## config.mk

```make
export PLATFORM = sky130hd
export DESIGN_NAME = mst_fifo_arbiter
export DESIGN_NICKNAME = d
export VERILOG_FILES = /design/src/rtl/mst_fifo_arbiter_pkg.sv /design/src/rtl/mst_fifo_arbiter.sv
export SDC_FILE = /design/constraint.sdc
export NUM_CORES = 1
export LEC_CHECK = 0
export BUFFER_PORTS_ARGS = -buffer_cell sky130_fd_sc_hd__buf_4
export CORE_ASPECT_RATIO = 0.5
export CORE_MARGIN = 2
export CORE_UTILIZATION = 50
export DETAILED_ROUTE_END_ITERATION = 7
export MAX_ROUTING_LAYER = met4
export PLACE_DENSITY_LB_ADDON = 0.05
export SLEW_MARGIN = 30
export SYNTH_ARGS = -nofsm -noshare
export SYNTH_HDL_FRONTEND = slang
export SYNTH_SLANG_ARGS = --single-unit
```

## constraint.sdc

```tcl
create_clock -name sys_clk -period 2.38 [get_ports sys_clk]
set_clock_uncertainty 0.2 [all_clocks]
set_input_delay 0.119 -clock sys_clk [delete_from_list [all_inputs] [get_ports sys_clk]]
set_output_delay 0.119 -clock sys_clk [all_outputs]
set_load 0.02 [all_outputs]
```

## src/rtl/mst_fifo_arbiter_pkg.sv

```systemverilog
// Shared definitions for the master write FIFO arbiter: arbiter state
// encoding, word width and default watchdog limit.
package mst_fifo_arbiter_pkg;

    localparam int DATA_W      = 18;
    localparam int ARB_TIMEOUT = 256;

    typedef enum logic [1:0] {
        ARB_IDLE = 2'd0,
        ARB_GNT0 = 2'd1,
        ARB_GNT1 = 2'd2,
        ARB_GAP  = 2'd3
    } arb_state_t;

endpackage

```

## src/rtl/mst_fifo_arbiter.sv

```systemverilog
// Round-robin arbiter sharing the PCIe master write FIFO between two TLP
// generators; the grant is held for a whole TLP, with a watchdog for stalls.
module mst_fifo_arbiter
    import mst_fifo_arbiter_pkg::*;
#(
    parameter int TIMEOUT = ARB_TIMEOUT,
    parameter int CNT_W   = 16
) (
    input  logic              sys_clk,
    input  logic              sys_rst,
    input  logic              req0,
    output logic              gnt0,
    input  logic [DATA_W-1:0] din0,
    input  logic              wr_en0,
    input  logic              last0,
    output logic              full0,
    input  logic              req1,
    output logic              gnt1,
    input  logic [DATA_W-1:0] din1,
    input  logic              wr_en1,
    input  logic              last1,
    output logic              full1,
    output logic [DATA_W-1:0] mst_din,
    output logic              mst_wr_en,
    input  logic              mst_full,
    output logic [CNT_W-1:0]  tlp_cnt0,
    output logic [CNT_W-1:0]  tlp_cnt1,
    output logic              drop_err,
    output logic              tmo_err
);

    localparam int              WD_W   = (TIMEOUT > 2) ? $clog2(TIMEOUT) : 1;
    localparam logic [WD_W-1:0] WD_MAX = WD_W'(TIMEOUT - 1);

    arb_state_t        state_reg, state_next;
    logic              last_served_reg;
    logic [WD_W-1:0]   wdog_reg;
    logic [DATA_W-1:0] mst_din_reg;
    logic              mst_wr_en_reg;
    logic [CNT_W-1:0]  tlp_cnt0_reg, tlp_cnt1_reg;
    logic              drop_err_reg, tmo_err_reg;

    logic acc0, acc1, acc_any, acc_last, gnt_any, wdog_exp, drop_next;

    assign gnt0    = (state_reg == ARB_GNT0);
    assign gnt1    = (state_reg == ARB_GNT1);
    assign gnt_any = gnt0 | gnt1;
    assign full0   = mst_full | ~gnt0;
    assign full1   = mst_full | ~gnt1;

    // A word is taken only from the granted port while the FIFO has room;
    // every other write strobe is discarded and flagged.
    assign acc0      = wr_en0 & ~full0;
    assign acc1      = wr_en1 & ~full1;
    assign acc_any   = acc0 | acc1;
    assign acc_last  = (acc0 & last0) | (acc1 & last1);
    assign drop_next = (wr_en0 & ~acc0) | (wr_en1 & ~acc1);
    // An accepted word (including the last one) always beats expiry.
    assign wdog_exp  = gnt_any & ~acc_any & (wdog_reg == WD_MAX);

    always_comb begin
        state_next = state_reg;
        case (state_reg)
            ARB_IDLE: begin
                if (req0 && req1)
                    state_next = last_served_reg ? ARB_GNT0 : ARB_GNT1;
                else if (req0)
                    state_next = ARB_GNT0;
                else if (req1)
                    state_next = ARB_GNT1;
            end
            ARB_GNT0, ARB_GNT1: begin
                if (acc_last || wdog_exp)
                    state_next = ARB_GAP;
            end
            default: state_next = ARB_IDLE;
        endcase
    end

    always_ff @(posedge sys_clk or posedge sys_rst) begin
        if (sys_rst) begin
            state_reg       <= ARB_IDLE;
            last_served_reg <= 1'b1;
            wdog_reg        <= '0;
            mst_din_reg     <= '0;
            mst_wr_en_reg   <= 1'b0;
            tlp_cnt0_reg    <= '0;
            tlp_cnt1_reg    <= '0;
            drop_err_reg    <= 1'b0;
            tmo_err_reg     <= 1'b0;
        end else begin
            state_reg     <= state_next;
            mst_wr_en_reg <= acc_any;
            drop_err_reg  <= drop_next;
            tmo_err_reg   <= wdog_exp;
            if (acc0)
                mst_din_reg <= din0;
            else if (acc1)
                mst_din_reg <= din1;
            // Idle granted cycles (including FIFO-full stalls) age the watchdog.
            if (gnt_any && !acc_any && !wdog_exp)
                wdog_reg <= wdog_reg + WD_W'(1);
            else
                wdog_reg <= '0;
            if (acc0 && last0) begin
                tlp_cnt0_reg    <= tlp_cnt0_reg + CNT_W'(1);
                last_served_reg <= 1'b0;
            end
            if (acc1 && last1) begin
                tlp_cnt1_reg    <= tlp_cnt1_reg + CNT_W'(1);
                last_served_reg <= 1'b1;
            end
            if (wdog_exp)
                last_served_reg <= gnt1;
        end
    end

    assign mst_din   = mst_din_reg;
    assign mst_wr_en = mst_wr_en_reg;
    assign tlp_cnt0  = tlp_cnt0_reg;
    assign tlp_cnt1  = tlp_cnt1_reg;
    assign drop_err  = drop_err_reg;
    assign tmo_err   = tmo_err_reg;

endmodule
```

After elaboration in Yosys (flattened, before gate mapping)
Index checks and enable logic that the tools add are counted. Widths: inputs -> output; s select.

Input port bits: 45. Flip-flop bits (word level): 64. Output and inout port bits: 57.

Equality and inequality tests: 5. Add/subtract/negate cells: 3. Reductions and logical operators: 13. Multiplexer cells: 12. Bitwise operators: 21.

Operators by type and width (count): $mux 18 (2); $add 16x1->16 const B (2); $mux 2 (5); $add 8x1->8 const B (1); $and 1x1->1 (8); $eq 8x8->1 const B (1); $mux 8 (1); $not 1->1 (7); $or 1x1->1 (6); $logic_and 1x1->1 (5); $ne 4x4->1 const B (1); $pmux 2 s2 (1); $mux 1 (3); $reduce_bool 3->1 (1); $eq 2x1->1 const B (1); $eq 2x2->1 const B (1); $logic_not 1->1 (2); $logic_not 2->1 (1); $ne 2x2->1 const B (1); $reduce_and 2->1 (1); $reduce_bool 2->1 (1); $reduce_or 2->1 (1); $logic_or 1x1->1 (1).

Depth between registers and ports, before layout
Depth in word-level cells: 12. Depth in mapped cells: 7. Depth with buffers taken out: 6.

Worst setup path before layout
OpenSTA, ideal clock, no wires.

Kind: register -> register. From: reg state_reg[0]. To: reg state_reg[0]. Slack: 208 ps. Data arrival time: 1847 ps. Cell stages (with the launch flop): 7. Buffers on the path: 0. Required time: 2055 ps. Clock period less this slack: 2172 ps. Setup time: 125 ps. Cells stage by stage: dfrtp_1 inv_1 ha_1 a22o_1 a211o_1 a32o_1 mux2_4.

Cells in the longest elaborated chain, start to end: 12.

RTL lines: start: declaration (line mst_fifo_arbiter.sv:35) `arb_state_t state_reg, state_next;`; start signal: assignment (line mst_fifo_arbiter.sv:92) `state_reg <= state_next;`; $eq 2x2->1 * (line mst_fifo_arbiter.sv:46) `assign gnt1 = (state_reg == ARB_GNT1);`; named net gnt1 (line mst_fifo_arbiter.sv:18) `output logic gnt1,`; $not 1->1 (line mst_fifo_arbiter.sv:49) `assign full1 = mst_full | ~gnt1;`; $or 1x1->1 (line mst_fifo_arbiter.sv:49); $not 1->1 (line mst_fifo_arbiter.sv:54) `assign acc1 = wr_en1 & ~full1;`; $and 1x1->1 (line mst_fifo_arbiter.sv:54); $or 1x1->1 (line mst_fifo_arbiter.sv:55) `assign acc_any = acc0 | acc1;`; $not 1->1 (line mst_fifo_arbiter.sv:59) `assign wdog_exp = gnt_any & ~acc_any & (wdog_reg == WD_MAX);`; $and 1x1->1 (2 in a row) (line mst_fifo_arbiter.sv:59); $logic_or 1x1->1 (line mst_fifo_arbiter.sv:73) `if (acc_last || wdog_exp)`; $ne 2x2->1 (no line); $reduce_and 2->1 (no line).

The timed path passes the listed nets; every way through them passes the cells marked *. A chain may end at the register's enable or synchronous reset.

Final worst setup path
From: reg state_reg[1]. To: reg mst_din_reg[8], in the netlist mst_din[8].

Cells in the longest elaborated chain, start to end: 6.

RTL lines: $eq 2x1->1 / $eq 2x2->1 (equally long branches) (line mst_fifo_arbiter.sv:45, mst_fifo_arbiter.sv:46); $not 1->1, on equally long branches (line mst_fifo_arbiter.sv:48, mst_fifo_arbiter.sv:49); $or 1x1->1, on equally long branches (line mst_fifo_arbiter.sv:48, mst_fifo_arbiter.sv:49); $not 1->1, on equally long branches (line mst_fifo_arbiter.sv:53, mst_fifo_arbiter.sv:54); $and 1x1->1, on equally long branches (line mst_fifo_arbiter.sv:53, mst_fifo_arbiter.sv:54); $mux 18 / $reduce_bool 2->1 (equally long branches); end signal: assignment (line mst_fifo_arbiter.sv:97) `mst_din_reg <= din0;`; end signal: assignment (line mst_fifo_arbiter.sv:99) `mst_din_reg <= din1;`; end: declaration (line mst_fifo_arbiter.sv:38) `logic [DATA_W-1:0] mst_din_reg;`.

Several ways; a longest one is shown, not always the timed one.

==> metrics.cfg <==
[status]
status = finished with violations
violations = DRC

[finish]
largest_register_ffs = 18
layout-drive-gt1-share = 0.303
syn2layout_area_growth_pct = 53.6
diodes = 0
nets = 476
design_area_um2 = 4550
fillers = 345
fin_util = 0.811

[worst_setup_path]
crit_slowest_cell = dlygate4sd3_1
critPathKind = flop to flop
worstPathMaxFanout = 20
cp.arrival_ns = 2.32
cp-start-kind = flop
cpPeakStageDelay_ns = 0.60
cp.required_ns = 2.39
setup.worst_path.end_class = flop
path_cells = inv_1 > ha_2 > nand3_1 > buf_6 > mux2i_1 > dlygate4sd3_1 > o21ai_0

[drt]
drt-initial-drc-count = 94
drtPass1Iterations = 6
routed_via_density = 5.09
ant_nets = 0
dr_total_vias = 2555
routed_wl_mm = 7.20
wire_per_inst_um = 14.4
route.detailed.drc = 5

[power]
ir_drop_v = 0.000514
leakage_nw = 2.37
power_density_nw_per_um2 = 971
power_mw = 4.42

[synthesis]
syn_inst = 272
ys_types = 34
syn-num-nets = 324
netlist_area_um2 = 2960
ys_seq_elements = 64
ys.flop_type = dfrtp_1
ys_async_sr_fraction = 1.00
synth_warnings = 0
ys_seq_area_frac = 0.541
synth_edf_count = 0
syn_area_per_cell_um2 = 10.9

[clocking]
cts-root-buf = clkbuf_16
cts_sinks = 64
cts_tree = built
clock_path_buffers = 2
clk_pin_slew_ns = 0.05
cts_max_level = 3
worst_skew_pair.late_latency_ns = 0.33
cts_buffers = 9

[placement]
place_congestion = 0.865
dp_hpwl_mm = 4.67
io_buffers = 101
dp_slack_ns = 0.169
dpl_cell_area_um2 = 3830

[floorplanning]
rows = 19
ios = 102
die_x_um = 113
die_y_um = 58.4
die_area_um2 = 6590
core-area_um2 = 5610
start_util = 0.528

[sta]
hold_ws_ns = 0.0129
maxSlewViolCount = 0
fmax_ghz = 0.432
final_hold_viol_count = 0
finalCritPeriodShare = 0.973
finalWorstSetupSlack_ns = 0.0642
worstMarginPinSlew_ns = 0.417
setup_viol = 0
min_period_ns = 2.32
max_slew_margin = 0.721

[min_path]
hold_path.class = input port to flop

[global_route]
grt_first_pass_wirelength_mm = 11.9
grt_pass1_vias = 2558
track_usage = 0.245
antenna_found_initial = 0
overflow = 0
grt_max_degree = 33

[flow_run]
drv_cap = 0

[cell usage after synthesis (2+ instances only)]
| master | count | area (um^2) |
|---|---|---|
| dfrtp_1 | 63 | 1580 |
| nand2_1 | 39 | 146 |
| xnor2_1 | 25 | 219 |
| nor2_1 | 23 | 86.3 |
| mux2i_1 | 19 | 190 |
| nand3_1 | 17 | 85.1 |
| o21ai_0 | 16 | 80.1 |
| xor2_1 | 11 | 96.3 |
| inv_1 | 8 | 30.0 |
| ha_1 | 7 | 87.6 |
| and3_1 | 4 | 25.0 |
| and4_1 | 4 | 35.0 |
| nand4_1 | 4 | 25.0 |
| a21oi_1 | 3 | 15.0 |
| clkbuf_1 | 3 | 11.3 |
| a22o_1 | 2 | 17.5 |
| a31oi_1 | 2 | 12.5 |
| and4b_1 | 2 | 20.0 |
| buf_2 | 2 | 10.0 |
| nand4b_2 | 2 | 30.0 |
| nor3_1 | 2 | 10.0 |
| or2_2 | 2 | 12.5 |
[stage by stage]
stage	setup TNS, ns	cells
final	0	502
after global routing	-0.0520	502
after CTS	0	502
after detailed placement	0	445
after global placement	0	445
after floorplan	0	272
[critical path: cells and delay by family (launching register included)]
family | cells | cell delay [ns]
buffers and inverters | 3 | 0.93
DFF | 1 | 0.40
adders and majority gates | 1 | 0.25
muxes | 1 | 0.21
and+or+nand+nor | 1 | 0.13
AOI/OAI and AO/OA | 1 | 0.07
[worst paths after layout]
check / start / endpoint / slack (ns) / cells past startpoint
max reg2reg: state_reg[1] / mst_din[8] / 0.06 / 7
max in group asynchronous: sys_rst / last_served_reg / 1.41 / 4
min in group asynchronous: sys_rst / tlp_cnt1[14] / 0.25 / 4
min reg2reg: tlp_cnt0[15] / tlp_cnt0[15] / 0.28 / 1
max: state_reg[1] / mst_din[8] / 0.06 / 7
min: last1 / tlp_cnt1[0] / 0.01 / 3
[cell type report]
type | instances | area [um^2] | area share
Multi-Input combinational cell | 195 | 1310 | 0.288
Clock buffer | 13 | 260 | 0.0572
Tap cell | 73 | 91.3 | 0.0201
Clock inverter | 3 | 40.0 | 0.00880
Inverter | 8 | 30.0 | 0.00660
Timing Repair Buffer | 146 | 1210 | 0.267
Sequential cell | 64 | 1600 | 0.352
[logic make-up (layout without fill, tap and decap cells)]
| kind of cell | after synthesis | in the layout | share of synthesized area |
|---|---|---|---|
| buffers and inverters | 13 | 170 | 0.0173 |
| muxes | 20 | 20 | 0.0693 |
| AOI/OAI and AO/OA | 28 | 28 | 0.0570 |
| xor gates and xnor gates | 36 | 36 | 0.106 |
| DFF | 64 | 64 | 0.541 |
| adders and majority gates | 7 | 7 | 0.0296 |
| and+or+nand+nor | 104 | 104 | 0.179 |
[layer usage]
layer | vias to the layer above | routed length [um] | global-route usage
met3 | 8 | 496 | 0.0824
li1 | 1243 | - | -
met1 | 1225 | 3090 | 0.286
met5 | - | 0 | -
met2 | 79 | 3550 | 0.411
met4 | 0 | 59 | 0.0749
[power breakdown]
group | switching (mW) | internal, mW | leakage [nW] | total, mW
Combinational | 0.846 | 0.730 | 1.38 | 1.58
Sequential | 0.183 | 1.34 | 0.836 | 1.52
Clock | 0.457 | 0.864 | 0.150 | 1.32
Total | 1.49 | 2.93 | 2.37 | 4.42
[what timing repair did]
item                                   4_1_cts  5_1_grt
setup buffers                                0        0
hold buffers                                41        0
endpoints found under the hold margin       84        0
resized for setup                            0        2
setup endpoints to repair                    0       13
[layout by cell type (no fill, tap or decap), types with 2 or more instances in the layout]
cell,n
mux2i_1,19
a22o_1,2
clkbuf_1,2
and3_1,4
and4b_1,2
nand4_1,4
a21oi_1,3
nand3_1,17
dfrtp_1,63
nand4b_2,2
xor2_1,11
o21ai_0,16
clkinv_2,2
and4_1,4
nor2_1,23
nand2_1,39
xnor2_1,25
nor3_1,2
clkbuf_16,9
buf_4,103
dlygate4sd3_1,41
clkbuf_8,2
or2_2,2
ha_1,6
a31oi_1,2
inv_1,7
Note: power is estimated with default switching activity, not from simulation.
